==> src/rtl/sva_sched_pkg.sv <==
// Shared definitions for the assertion-thread scheduler.
//   verdict_e      : evaluator verdict encoding (none / succ / fail / lazy_succ)
//   sched_state_e  : scheduler FSM states
//   sat_inc        : saturating increment for counters up to 64 bits wide
// The slot record {state, period} depends on module parameters, so it is
// declared inside sva_slot_pool, where those widths are known.
package sva_sched_pkg;

    typedef enum logic [1:0] {
        VERDICT_NONE = 2'b00,
        VERDICT_SUCC = 2'b01,
        VERDICT_FAIL = 2'b10,
        VERDICT_LAZY = 2'b11
    } verdict_e;

    typedef enum logic [1:0] {
        ST_IDLE,
        ST_SCAN,
        ST_EVAL,
        ST_DONE
    } sched_state_e;

    // Increment v, holding at the all-ones value of a w-bit counter.
    function automatic logic [63:0] sat_inc(input logic [63:0] v, input int unsigned w);
        logic [63:0] max_v;
        max_v = (w >= 64) ? '1 : ((64'd1 << w) - 64'd1);
        return (v >= max_v) ? v : v + 64'd1;
    endfunction

endpackage

==> src/rtl/sva_thread_scheduler_if.sv <==
// Request/acknowledge channel between the thread scheduler (master) and the
// external per-property next-state evaluator (slave).
//   eval_req / eval_state / eval_period : request and thread under evaluation
//   eval_ack / eval_next_state / eval_next_active / eval_verdict : result
interface sva_thread_scheduler_if #(
    parameter int STATE_W     = 32,
    parameter int TIMER_WIDTH = 8
);
    logic                   eval_req;
    logic [STATE_W-1:0]     eval_state;
    logic [TIMER_WIDTH-1:0] eval_period;
    logic                   eval_ack;
    logic [STATE_W-1:0]     eval_next_state;
    logic                   eval_next_active;
    logic [1:0]             eval_verdict;

    modport master (
        output eval_req, eval_state, eval_period,
        input  eval_ack, eval_next_state, eval_next_active, eval_verdict
    );

    modport slave (
        input  eval_req, eval_state, eval_period,
        output eval_ack, eval_next_state, eval_next_active, eval_verdict
    );
endinterface

==> src/rtl/sva_slot_pool.sv <==
// Packed pool of live thread slots.
//   clk_i, rst_i            : clock, synchronous active-high reset
//   clr_i                   : start of round, rewind the write pointer
//   rd_idx_i                : read pointer; rd_state_o/rd_period_o return slot[rd]
//   wr_en_i, wr_state_i,
//   wr_period_i             : append a surviving thread at slot[wr]
//   spawning_i              : current write belongs to the newly spawned thread
//   wr_cnt_o                : threads written so far this round
//   overflow_o              : sticky, a spawned thread found the pool full
// Survivors are rewritten in order at wr <= rd, so the pool stays packed in
// place without a separate compaction pass.
module sva_slot_pool #(
    parameter int NUM_SLOTS   = 4,
    parameter int STATE_W     = 32,
    parameter int TIMER_WIDTH = 8
) (
    input  logic                             clk_i,
    input  logic                             rst_i,
    input  logic                             clr_i,
    input  logic [$clog2(NUM_SLOTS+1)-1:0]   rd_idx_i,
    output logic [STATE_W-1:0]               rd_state_o,
    output logic [TIMER_WIDTH-1:0]           rd_period_o,
    input  logic                             wr_en_i,
    input  logic [STATE_W-1:0]               wr_state_i,
    input  logic [TIMER_WIDTH-1:0]           wr_period_i,
    input  logic                             spawning_i,
    output logic [$clog2(NUM_SLOTS+1)-1:0]   wr_cnt_o,
    output logic                             overflow_o
);
    localparam int CIW = $clog2(NUM_SLOTS + 1);

    typedef struct packed {
        logic [STATE_W-1:0]     state;
        logic [TIMER_WIDTH-1:0] period;
    } slot_t;

    slot_t          slots_q [NUM_SLOTS];
    slot_t          slots_d [NUM_SLOTS];
    logic [CIW-1:0] wr_q, wr_d;
    logic           ovf_q, ovf_d;
    logic           full;
    slot_t          rd_slot;

    always_comb begin
        slots_d = slots_q;
        wr_d    = wr_q;
        ovf_d   = ovf_q;
        full    = (wr_q == CIW'(NUM_SLOTS));
        if (clr_i) begin
            wr_d = '0;
        end else if (wr_en_i) begin
            if (!full) begin
                for (int unsigned i = 0; i < NUM_SLOTS; i++) begin
                    if (wr_q == CIW'(i)) begin
                        slots_d[i] = '{state: wr_state_i, period: wr_period_i};
                    end
                end
                wr_d = wr_q + CIW'(1);
            end else if (spawning_i) begin
                ovf_d = 1'b1;
            end
        end
    end

    always_comb begin
        rd_slot = '0;
        for (int unsigned i = 0; i < NUM_SLOTS; i++) begin
            if (rd_idx_i == CIW'(i)) begin
                rd_slot = slots_q[i];
            end
        end
    end

    always_ff @(posedge clk_i) begin
        if (rst_i) begin
            wr_q  <= '0;
            ovf_q <= 1'b0;
            for (int unsigned i = 0; i < NUM_SLOTS; i++) begin
                slots_q[i] <= '0;
            end
        end else begin
            wr_q    <= wr_d;
            ovf_q   <= ovf_d;
            slots_q <= slots_d;
        end
    end

    assign rd_state_o  = rd_slot.state;
    assign rd_period_o = rd_slot.period;
    assign wr_cnt_o    = wr_q;
    assign overflow_o  = ovf_q;
endmodule

==> src/rtl/sva_thread_scheduler.sv <==
// Schedules concurrent assertion-thread instances for one SVA checker FSM.
// Each gclk_tick starts a round: every live thread is sent through the
// external evaluator in slot order, then one new thread is spawned from
// START_STATE; retired threads drop out of the pool as the round proceeds.
//   sys_clk, sys_rst        : clock, synchronous active-high reset
//   gclk_tick, timer_in     : round trigger and its user-clock timestamp
//   ev (master)             : evaluator request/acknowledge channel
//   busy, round_done        : round in progress / end-of-round pulse
//   live_cnt                : live threads after the last round
//   succ/fail/lazy_cnt      : saturating verdict counters
//   overflow, tick_overrun  : sticky error flags
module sva_thread_scheduler
    import sva_sched_pkg::*;
#(
    parameter int NUM_SLOTS   = 4,
    parameter int STATE_W     = 32,
    parameter int TIMER_WIDTH = 8,
    parameter int START_STATE = 0,
    parameter int CNT_W       = 16
) (
    input  logic                           sys_clk,
    input  logic                           sys_rst,
    input  logic                           gclk_tick,
    input  logic [TIMER_WIDTH-1:0]         timer_in,
    sva_thread_scheduler_if.master         ev,
    output logic                           busy,
    output logic                           round_done,
    output logic [$clog2(NUM_SLOTS+1)-1:0] live_cnt,
    output logic [CNT_W-1:0]               succ_cnt,
    output logic [CNT_W-1:0]               fail_cnt,
    output logic [CNT_W-1:0]               lazy_cnt,
    output logic                           overflow,
    output logic                           tick_overrun
);
    localparam int LW = $clog2(NUM_SLOTS + 1);

    sched_state_e           state_q, state_d;
    logic [LW-1:0]          rd_q, rd_d;
    logic [LW-1:0]          live_q, live_d;
    logic [TIMER_WIDTH-1:0] spawn_period_q, spawn_period_d;
    logic                   spawning_q, spawning_d;
    logic                   eval_req_q, eval_req_d;
    logic [STATE_W-1:0]     eval_state_q, eval_state_d;
    logic [TIMER_WIDTH-1:0] eval_period_q, eval_period_d;
    logic                   busy_q, busy_d;
    logic                   round_done_q, round_done_d;
    logic                   overrun_q, overrun_d;
    logic [CNT_W-1:0]       succ_q, succ_d, fail_q, fail_d, lazy_q, lazy_d;

    logic                   pool_clr, pool_wr_en;
    logic [STATE_W-1:0]     pool_rd_state;
    logic [TIMER_WIDTH-1:0] pool_rd_period;
    logic [LW-1:0]          pool_wr_cnt;

    sva_slot_pool #(
        .NUM_SLOTS   (NUM_SLOTS),
        .STATE_W     (STATE_W),
        .TIMER_WIDTH (TIMER_WIDTH)
    ) u_pool (
        .clk_i       (sys_clk),
        .rst_i       (sys_rst),
        .clr_i       (pool_clr),
        .rd_idx_i    (rd_q),
        .rd_state_o  (pool_rd_state),
        .rd_period_o (pool_rd_period),
        .wr_en_i     (pool_wr_en),
        .wr_state_i  (ev.eval_next_state),
        .wr_period_i (eval_period_q),
        .spawning_i  (spawning_q),
        .wr_cnt_o    (pool_wr_cnt),
        .overflow_o  (overflow)
    );

    always_comb begin
        state_d        = state_q;
        rd_d           = rd_q;
        live_d         = live_q;
        spawn_period_d = spawn_period_q;
        spawning_d     = spawning_q;
        eval_req_d     = eval_req_q;
        eval_state_d   = eval_state_q;
        eval_period_d  = eval_period_q;
        round_done_d   = 1'b0;
        succ_d         = succ_q;
        fail_d         = fail_q;
        lazy_d         = lazy_q;
        pool_clr       = 1'b0;
        pool_wr_en     = 1'b0;
        // A tick is only accepted in IDLE; anywhere else, DONE included, it is lost.
        overrun_d      = overrun_q | (gclk_tick && (state_q != ST_IDLE));

        case (state_q)
            ST_IDLE: begin
                if (gclk_tick) begin
                    spawn_period_d = timer_in;
                    rd_d           = '0;
                    spawning_d     = 1'b0;
                    pool_clr       = 1'b1;
                    state_d        = ST_SCAN;
                end
            end
            ST_SCAN: begin
                if (rd_q < live_q) begin
                    eval_state_d  = pool_rd_state;
                    eval_period_d = pool_rd_period;
                end else begin
                    eval_state_d  = STATE_W'(START_STATE);
                    eval_period_d = spawn_period_q;
                    spawning_d    = 1'b1;
                end
                eval_req_d = 1'b1;
                state_d    = ST_EVAL;
            end
            ST_EVAL: begin
                if (ev.eval_ack) begin
                    pool_wr_en = ev.eval_next_active;
                    case (verdict_e'(ev.eval_verdict))
                        VERDICT_SUCC: succ_d = CNT_W'(sat_inc(64'(succ_q), CNT_W));
                        VERDICT_FAIL: fail_d = CNT_W'(sat_inc(64'(fail_q), CNT_W));
                        VERDICT_LAZY: lazy_d = CNT_W'(sat_inc(64'(lazy_q), CNT_W));
                        default:      ;
                    endcase
                    eval_req_d = 1'b0;
                    if (spawning_q) begin
                        round_done_d = 1'b1;
                        state_d      = ST_DONE;
                    end else begin
                        rd_d    = rd_q + LW'(1);
                        state_d = ST_SCAN;
                    end
                end
            end
            ST_DONE: begin
                live_d  = pool_wr_cnt;
                state_d = ST_IDLE;
            end
            default: state_d = ST_IDLE;
        endcase

        busy_d = (state_d != ST_IDLE);
    end

    always_ff @(posedge sys_clk) begin
        if (sys_rst) begin
            state_q        <= ST_IDLE;
            rd_q           <= '0;
            live_q         <= '0;
            spawn_period_q <= '0;
            spawning_q     <= 1'b0;
            eval_req_q     <= 1'b0;
            eval_state_q   <= '0;
            eval_period_q  <= '0;
            busy_q         <= 1'b0;
            round_done_q   <= 1'b0;
            overrun_q      <= 1'b0;
            succ_q         <= '0;
            fail_q         <= '0;
            lazy_q         <= '0;
        end else begin
            state_q        <= state_d;
            rd_q           <= rd_d;
            live_q         <= live_d;
            spawn_period_q <= spawn_period_d;
            spawning_q     <= spawning_d;
            eval_req_q     <= eval_req_d;
            eval_state_q   <= eval_state_d;
            eval_period_q  <= eval_period_d;
            busy_q         <= busy_d;
            round_done_q   <= round_done_d;
            overrun_q      <= overrun_d;
            succ_q         <= succ_d;
            fail_q         <= fail_d;
            lazy_q         <= lazy_d;
        end
    end

    assign ev.eval_req    = eval_req_q;
    assign ev.eval_state  = eval_state_q;
    assign ev.eval_period = eval_period_q;
    assign busy           = busy_q;
    assign round_done     = round_done_q;
    assign live_cnt       = live_q;
    assign succ_cnt       = succ_q;
    assign fail_cnt       = fail_q;
    assign lazy_cnt       = lazy_q;
    assign tick_overrun   = overrun_q;
endmodule

==> src/flat_wrapper.sv <==
// flat-port wrapper written by rule: the top's interface ports become plain ports
module sva_thread_scheduler_flat import sva_sched_pkg::*;
#(
    parameter int NUM_SLOTS   = 4,
    parameter int STATE_W     = 32,
    parameter int TIMER_WIDTH = 8,
    parameter int START_STATE = 0,
    parameter int CNT_W       = 16
)
  (sys_clk, sys_rst, gclk_tick, timer_in, busy, round_done, live_cnt, succ_cnt, fail_cnt, lazy_cnt, overflow, tick_overrun, ev_eval_req, ev_eval_state, ev_eval_period, ev_eval_ack, ev_eval_next_state, ev_eval_next_active, ev_eval_verdict);
  sva_thread_scheduler_if #(.STATE_W(STATE_W), .TIMER_WIDTH(TIMER_WIDTH)) ev_i ();
  input  logic sys_clk;
  input  logic sys_rst;
  input  logic gclk_tick;
  input  logic [TIMER_WIDTH-1:0] timer_in;
  output logic busy;
  output logic round_done;
  output logic [$clog2(NUM_SLOTS+1)-1:0] live_cnt;
  output logic [CNT_W-1:0] succ_cnt;
  output logic [CNT_W-1:0] fail_cnt;
  output logic [CNT_W-1:0] lazy_cnt;
  output logic overflow;
  output logic tick_overrun;
  output wire logic [$bits(ev_i.eval_req)-1:0] ev_eval_req;
  output wire logic [$bits(ev_i.eval_state)-1:0] ev_eval_state;
  output wire logic [$bits(ev_i.eval_period)-1:0] ev_eval_period;
  input wire logic [$bits(ev_i.eval_ack)-1:0] ev_eval_ack;
  input wire logic [$bits(ev_i.eval_next_state)-1:0] ev_eval_next_state;
  input wire logic [$bits(ev_i.eval_next_active)-1:0] ev_eval_next_active;
  input wire logic [$bits(ev_i.eval_verdict)-1:0] ev_eval_verdict;
  assign ev_eval_req = ev_i.eval_req;
  assign ev_eval_state = ev_i.eval_state;
  assign ev_eval_period = ev_i.eval_period;
  assign ev_i.eval_ack = ev_eval_ack;
  assign ev_i.eval_next_state = ev_eval_next_state;
  assign ev_i.eval_next_active = ev_eval_next_active;
  assign ev_i.eval_verdict = ev_eval_verdict;
  sva_thread_scheduler #(.NUM_SLOTS(NUM_SLOTS), .STATE_W(STATE_W), .TIMER_WIDTH(TIMER_WIDTH), .START_STATE(START_STATE), .CNT_W(CNT_W)) u_core (.sys_clk(sys_clk), .sys_rst(sys_rst), .gclk_tick(gclk_tick), .timer_in(timer_in), .ev(ev_i), .busy(busy), .round_done(round_done), .live_cnt(live_cnt), .succ_cnt(succ_cnt), .fail_cnt(fail_cnt), .lazy_cnt(lazy_cnt), .overflow(overflow), .tick_overrun(tick_overrun));
endmodule
==> config.mk <==
export PLATFORM = sky130hd
export DESIGN_NAME = sva_thread_scheduler_flat
export DESIGN_NICKNAME = d
export VERILOG_FILES = /design/src/rtl/sva_sched_pkg.sv /design/src/rtl/sva_thread_scheduler_if.sv /design/src/rtl/sva_slot_pool.sv /design/src/rtl/sva_thread_scheduler.sv /design/src/flat_wrapper.sv
export SDC_FILE = /design/constraint.sdc
export NUM_CORES = 1
export LEC_CHECK = 0
export ABC_AREA = 1
export CAP_MARGIN = 10
export CORE_ASPECT_RATIO = 1.5
export CORE_MARGIN = 1.5
export CORE_UTILIZATION = 46
export CTS_CLUSTER_SIZE = 20
export DETAILED_ROUTE_END_ITERATION = 8
export PLACE_DENSITY_LB_ADDON = 0.25
export REMOVE_ABC_BUFFERS = 1
export SETUP_SLACK_MARGIN = 0.02
export SLEW_MARGIN = 0
export SYNTH_ARGS = -nofsm -noshare
export SYNTH_HDL_FRONTEND = slang
export SYNTH_SLANG_ARGS = --single-unit
==> constraint.sdc <==
create_clock -name sys_clk -period 3.6 [get_ports sys_clk]
set_clock_uncertainty 0.2 [all_clocks]
set_input_delay 0.72 -clock sys_clk [delete_from_list [all_inputs] [get_ports sys_clk]]
set_output_delay 0.72 -clock sys_clk [all_outputs]
set_load 0.005 [all_outputs]
==> flow_summary.ini, run 1 <==
[worst_hold_path]
hp-class = reg -> reg
hold_depth = 2
min_from = u_core.u_pool.slots_q[79]
hold_path_end = u_core.u_pool.slots_q[79]

[route]
drt_iter0_markers = 760
vias = 11900
viasPerCell = 5.17
antenna_left = 0
drc_errors = 0
routed_wirelength_mm = 33.8
drt-pass1-iter-count = 5
wl_per_cell_um = 14.6

[floorplanning]
io_pins = 143
die_area_sq_um = 28400
die_w_um = 138
core_region_area_sq_um = 27000
die_y_um = 206
start_util = 0.466
rows = 74

[finish]
final_common_cell = nand2_1
fillers = 2619
fin_util = 0.561
drive_gt1_frac = 0.0625
nNetsFinal = 2010
areaGrowthSynthToFinish_pct = 20.4
final_cell_area_sq_um = 15200
mostFrequentLayoutCells = nand2_1 (408), nor2_1 (307), dfxtp_1 (273)
diodes = 0

[sta]
slew_viol_final = 0
max_freq_ghz = 0.368
max_slew_margin = 0.383
fin_worst_hold_slack_ns = 0.249
rsz0062_at_grt = no
hold_viol = 0
tightest_slew_ns = 0.925
finalCritPeriodShare = 0.754
setup_viol = 0
final.min_clock_period_ns = 2.72
setup-tns-final_ns = 0

[place]
io_buffers = 142
dpl.hpwl_mm = 22.1
place_area_sq_um = 14300
gp_congestion = 0.864

[power_and_ir_drop]
cellPowerDensity_nw_per_um2 = 424
irDropWorstVdd_v = 0.000382
power.leakage_nw = 5.78

[setup_path]
worstReg2RegStart = u_core.rd_q[2]
worstPathArrival_ns = 2.88
start_kind = flip-flop
critPathKind = reg -> reg
cp_max_fo = 28
crit_path_end_kind = flip-flop
cp_data_required_time_ns = 3.77
worst-r2r-cell-count = 9
r2r-end = u_core.ev.eval_state[21]
r2r_slack_ns = 0.88

[global_routing]
antenna_found_initial = 0
first_global_vias = 11300
grt_max_degree = 86
grt_use_total = 0.234
grt_overflow_total = 0
grt_pass1_wl_mm = 55.6

[synth]
yosys.cell_types.count = 32
synth.yosys.seq_area_share = 0.434
yosysWarnings = 0
synthCells = 1857
ys_seq_elements = 273
post_synth.cell_area_avg_sq_um = 6.78
syn_area_sq_um = 12600

[clock_tree]
tritoncts = built
clk-insertion-delay-late_ns = 0.53
post_cts_resized = 0
postCtsHoldBufs = 0
cts.sinks = 273
cts-root-buf = clkbuf_16
numCtsBuffers = 26
cts-htree-levels = 1
clkSlewWorstSetupHoldPaths_ns = 0.06
cts.path.max_buffers = 3
post_cts_buffers = 0

[outcome]
status = finished, final reports clean

[run]
drv_cap = 0
[where the power goes]
group / internal (mW) / total, mW / leakage, nW / switching [mW]
Sequential: 3.06 / 3.10 / 2.20 / 0.0351
Clock: 1.72 / 2.88 / 0.434 / 1.16
Combinational: 0.171 / 0.452 / 3.14 / 0.281
[cell families (layout without fill, tap and decap cells)]
logic type | Yosys count | count (layout) | share of synthesized area
xor gates and xnor gates | 21 | 21 | 0.0146
buffers and inverters | 249 | 359 | 0.0799
adders and majority gates | 15 | 15 | 0.0149
DFF | 273 | 273 | 0.434
and+or+nand+nor | 903 | 903 | 0.298
AOI/OAI and AO/OA | 396 | 396 | 0.159
[worst max-delay path by stage]
stage | cells after the start | startpoint | endpoint | slack [ns]
after floorplan | 4 | sys_rst | u_core.busy | -0.21
after global placement | 7 | ev_eval_ack | u_core.u_pool.slots_q[93] | 0.77
after detailed placement | 7 | ev_eval_ack | u_core.u_pool.slots_q[80] | 0.72
after CTS | 9 | u_core.rd_q[2] | u_core.ev.eval_state[21] | 0.89
after global routing | 9 | u_core.rd_q[2] | u_core.ev.eval_state[12] | 0.68
final | 9 | u_core.rd_q[2] | u_core.ev.eval_state[21] | 0.88
[stage by stage]
stage          cells  setup WS [ns]  power [mW]
2_1_floorplan   1751         -0.208        3.38
3_3_place_gp    2262          0.772        3.61
3_5_place_dp    2262          0.723        3.61
4_1_cts         2309          0.886        6.49
5_1_grt         2309          0.683        6.65
6_report        2309          0.885        6.42
[cell type report]
type | instances | area, sq um | area share
clock buffer | 43 | 796 | 0.0525
clock inverter | 4 | 95.1 | 0.00627
sequential | 273 | 5470 | 0.360
timing repair buffer | 169 | 1710 | 0.113
tap | 342 | 428 | 0.0282
inverter | 143 | 539 | 0.0356
multi-input combinational | 1335 | 6130 | 0.404
[worst max-delay path, cell delays in order (launching register included)]
cell and delay, ns:
dfxtp_1 0.44, clkinv_1 0.39, ha_2 0.35, inv_1 0.36
buf_4 0.44, nand2_1 0.09, inv_1 0.07, nand2_1 0.07
nand2_1 0.08, a21oi_1 0.05
[layer usage]
metal / part of all wire / global-route usage / up-vias
met5: 0 / 0 / -
met4: 0.020 / 0.0684 / 0
met3: 0.054 / 0.0370 / 57
met2: 0.52 / 0.447 / 274
met1: 0.41 / 0.267 / 5474
li1: - / - / 6124
[Yosys cell counts, drive strengths merged]
cell type / n / area, sq um
nand2: 412 / 1560
nor2: 314 / 1210
dfxtp: 273 / 5470
o21ai: 207 / 1040
a21oi: 185 / 926
inv: 137 / 514
nand3: 124 / 636
clkbuf: 78 / 294
or2: 32 / 200
buf: 28 / 175
ha: 15 / 188
nand4: 15 / 93.8
xor2: 14 / 123
xnor2: 7 / 61.3
clkinv: 6 / 22.5
nor3: 5 / 47.5
o21bai: 3 / 22.5
a21boi: 1 / 7.51
and2: 1 / 6.26
[sequential cells by signal, summed over array words and instances, names as in the netlist, 2 cells and up]
name	cells
u_core.succ_cnt	16
u_core.spawn_period_q	8
u_core.lazy_cnt	16
u_core.u_pool.slots_q	160
u_core.u_pool.wr_cnt_o	3
u_core.live_cnt	3
u_core.rd_q	3
u_core.ev.eval_state	32
u_core.state_q	2
u_core.ev.eval_period	8
u_core.fail_cnt	16
No activity file was read; power rests on OpenSTA's default activity.
==> inputs of run 2 (changes only) <==
clock period = 2.8 ns   (was 3.6 ns; I/O delays follow)
==> run 2 against run 1 <==
  * First-iteration DRC count down 17%
  * Global-route usage down 0.71 points
  * Final area up 0.28%
  * Worst setup slack worse by 0.42 ns
  * Clock power up 27%
  * Wire length down 2.2%
  * Sequential power up 28%
  * Critical endpoint is now succ_cnt[2]
  * Largest cell class unchanged
  * Largest power group unchanged
==> flow_summary.ini, run 2 (synthesis gave the netlist of run 1 again) <==
[place]
dpl.hpwl_mm = 21.8
gp_congestion = 0.859
post-place-ws_ns = 0.259
place_area_sq_um = 14300
io_buffers = 142
dp_cells = 2270

[power_and_ir_drop]
total_power_mw = 8.21
cellPowerDensity_nw_per_um2 = 540
power.leakage_nw = 5.81
irDropWorstVdd_v = 0.000584

[worst_hold_path]
hp-class = reg -> reg

[floorplanning]
die_w_um = 138
start_util = 0.466
die_y_um = 206
io_pins = 143
die_area_sq_um = 28400
rows = 74
core_region_area_sq_um = 27000

[global_routing]
grt_overflow_total = 0
grt_use_total = 0.227
first_global_vias = 11000
grt_pass1_wl_mm = 54.4
grt_max_degree = 82
antenna_found_initial = 0

[setup_path]
cp_max_fo = 7
cp_num_buf_inv = 1
cp_cell_sequence = clkdlybuf4s50_1
crit_family = buffers and inverters
slowest_stage = clkdlybuf4s50_1
cp_slowest_stage_delay_ns = 0.57
cp_data_required_time_ns = 2.04
start_kind = flip-flop
worstPathArrival_ns = 1.58
crit_path_end_kind = output port
critPathKind = reg -> out

[finish]
mostFrequentLayoutCells = nand2_1 (408), nor2_1 (307), dfxtp_1 (273)
instances_no_fill = 2318
max_flop_register = u_core.u_pool.slots_q
final_cell_area_sq_um = 15200
final_common_cell = nand2_1
diodes = 0
nNetsFinal = 2019
drive_gt1_frac = 0.0703
areaGrowthSynthToFinish_pct = 20.8
fillers = 2605
largest_reg_flops = 160

[clock_tree]
tritoncts = built
numCtsBuffers = 27
cts.path.max_buffers = 3
cts-htree-levels = 1
cts-root-buf = clkbuf_16
post_cts_buffers = 0
clk-insertion-delay-late_ns = 0.54
clkSlewWorstSetupHoldPaths_ns = 0.06
post_cts_resized = 0
cts.sinks = 273
postCtsHoldBufs = 0

[route]
drc_errors = 0
antenna_left = 0
vias = 11900
wl_per_cell_um = 14.2
viasPerCell = 5.12
routed_wirelength_mm = 33.0
drt-pass1-iter-count = 5
drt_iter0_markers = 629

[run]
drv_cap = 0

[sta]
max_freq_ghz = 0.427
setup_viol = 0
finalCritPeriodShare = 0.836
rsz0062_at_grt = no
hold_viol = 0
max_slew_margin = 0.543
slew_viol_final = 0
tightest_slew_ns = 0.686
final.min_clock_period_ns = 2.34
worst_slack_ns = 0.460

[outcome]
status = finished, final reports clean
==> run 2: changes by cell type in the layout (fill, tap and decap cells not counted), sizes merged <==
cell,change
clkinv,+7
clkbuf,-7
bufinv,-1
buf,+8
inv,+1
clkinvlp,+1
==> run 2: layout make-up <==
class | count | area (sq um) | share of cell area
Multi-Input combinational cell | 1335 | 6130 | 0.403
Tap cell | 342 | 428 | 0.0281
Clock inverter | 12 | 116 | 0.00765
Timing Repair Buffer | 177 | 1750 | 0.115
Clock buffer | 36 | 769 | 0.0506
Sequential cell | 273 | 5470 | 0.359
Inverter | 143 | 539 | 0.0355
==> run 2: power breakdown <==
group | leakage [nW] | switching [mW] | internal, mW
registers | 2.20 | 0.0425 | 3.93
clock network | 0.444 | 1.54 | 2.11
logic | 3.17 | 0.358 | 0.224
==> run 2: final timing paths <==
path | start | end | slack, ns | cells past startpoint
setup / recovery | u_core.succ_cnt[2] | succ_cnt[2] | 0.46 | 1
hold / removal | u_core.u_pool.slots_q[142] | u_core.u_pool.slots_q[142] | 0.25 | 2
setup reg to reg | u_core.lazy_cnt[1] | u_core.lazy_cnt[0] | 0.50 | 8
hold reg to reg | u_core.u_pool.slots_q[142] | u_core.u_pool.slots_q[142] | 0.25 | 2
==> run 2: metal layers <==
layer	wire [um]	up-vias	global-route usage
met4	804	0	0.0703
li1	-	6149	-
met5	0	-	0
met2	16800	223	0.433
met1	13800	5436	0.259
met3	1550	51	0.0330
==> run 2: per-stage QoR <==
step | TNS, ns | util | hold slack [ns]
2_1_floorplan | -103.25 | - | 0.227
3_3_place_gp | 0 | 0.530 | 0.232
3_5_place_dp | 0 | 0.530 | 0.241
4_1_cts | 0 | 0.562 | 0.246
5_1_grt | 0 | 0.562 | 0.269
6_report | 0 | 0.562 | 0.246
==> inputs of run 3 (changes only) <==
clock period = 2.3 ns   (was 2.8 ns; I/O delays follow)
==> run 3 against run 2 <==
  * Register-to-register slack got worse by 0.29 ns
  * Critical path type unchanged
  * Critical path depth increased by 1
  * Largest power group unchanged
  * Sequential power increased by 22%
  * Count of clock-buffer cells in the layout increased by 4
==> flow_summary.ini, run 3 (synthesis gave the netlist of run 1 again) <==
[sta]
worst_slack_ns = 0.0523
max_freq_ghz = 0.445
final.min_clock_period_ns = 2.25
setup-tns-final_ns = 0
setup_viol = 0
fin_worst_hold_slack_ns = 0.0759
slew_viol_final = 0
hold_viol = 0
finalCritPeriodShare = 0.977
max_slew_margin = 0.582
tightest_slew_ns = 0.626
rsz0062_at_grt = no

[place]
io_buffers = 142
place_area_sq_um = 14500
dpl.hpwl_mm = 22.3
gp_congestion = 0.841
post-place-ws_ns = 0.0659
dp_cells = 2288

[finish]
nNetsFinal = 2037
diodes = 0
multi_input_area_sq_um = 6140
final_cell_area_sq_um = 15400
areaGrowthSynthToFinish_pct = 22.4
register_area_sq_um = 5470
fillers = 2660
final_common_cell = nand2_1
largest_reg_flops = 160
drive_gt1_frac = 0.0797
mostFrequentLayoutCells = nand2_1 (408), nor2_1 (307), dfxtp_1 (269)
max_flop_register = u_core.u_pool.slots_q
fin_util = 0.570
instances_no_fill = 2338

[setup_path]
cp_cell_sequence = buf_4 -> clkdlybuf4s50_1
startpoint = u_core.succ_cnt[9]
cp_slowest_stage_delay_ns = 0.50
crit_path_end_kind = output port
cp_max_fo = 5
slowest_stage = clkdlybuf4s50_1
critPathKind = reg -> out
cp_data_required_time_ns = 1.64
worstReg2RegStart = u_core.rd_q[2]
start_kind = flip-flop
worstPathArrival_ns = 1.59

[clock_tree]
cts.path.max_buffers = 3
cts.sinks = 273
cts-htree-levels = 1
numCtsBuffers = 27
clkSlewWorstSetupHoldPaths_ns = 0.06
postCtsHoldBufs = 0
tritoncts = built
cts-root-buf = clkbuf_16
clk-insertion-delay-late_ns = 0.55

[worst_hold_path]
min_from = sys_rst
hp-class = in -> reg

[route]
viasPerCell = 5.17
wl_per_cell_um = 14.5
routed_wirelength_mm = 33.9
drc_errors = 0
antenna_left = 0
drt-pass1-iter-count = 7
vias = 12100
drt_iter0_markers = 730

[power_and_ir_drop]
cellPowerDensity_nw_per_um2 = 651
total_power_mw = 10.0
power.leakage_nw = 5.94
irDropWorstVdd_v = 0.000631

[run]
drv_cap = 0

[global_routing]
grt_max_degree = 109
grt_use_total = 0.238
first_global_vias = 11700
grt_overflow_total = 0
antenna_found_initial = 0
grt_pass1_wl_mm = 56.4

[floorplanning]
io_pins = 143
die_area_sq_um = 28400
core_region_area_sq_um = 27000
start_util = 0.466
die_y_um = 206
rows = 74
die_w_um = 138

[outcome]
status = finished, final reports clean
run 3: changes by cell type in the layout (fill, tap and decap cells not counted), sizes merged:
cell and delta:
buf +18, clkbuf +4, clkdlybuf4s50 -1, clkinv -2, dlymetal6s2s +1
run 3: path summary, 6_finish.rpt:
kind / end / slack, ns / depth (start not counted)
setup / recovery: succ_cnt[9] / 0.05 / 2
hold / removal: u_core.rd_q[2] / 0.08 / 2
setup reg to reg: u_core.ev.eval_state[31] / 0.21 / 9
hold reg to reg: u_core.u_pool.slots_q[87] / 0.25 / 2
run 3: layout make-up:
cell class	count	area share
Timing Repair Buffer	195	0.126
Clock inverter	10	0.00690
Tap cell	342	0.0278
Clock buffer	40	0.0509
Multi-Input combinational cell	1335	0.398
Sequential cell	273	0.355
Inverter	143	0.0350
run 3: power breakdown:
part	leakage (nW)	switching (mW)	internal, mW	total [mW]
clock network	0.441	1.88	2.58	4.46
registers	2.21	0.0538	4.79	4.84
logic	3.30	0.437	0.281	0.717
total	5.94	2.37	7.66	10.0
run 3: timing repair:
action	in CTS	in global routing
gates resized for setup	2	4
setup buffers	0	0
endpoints found under the setup margin	2	4
run 3: metal layers:
layer,track usage,wire (um),vias up
met1,0.267,13900,5537
li1,-,-,6189
met4,0.0895,995,0
met5,0,0,-
met2,0.450,17200,299
met3,0.0356,1820,62
run 3: critical path, delay by kind of cell, from the launching register on:
kind	cells	cell delay, ns
buf+inv	2	0.66
flops	1	0.38
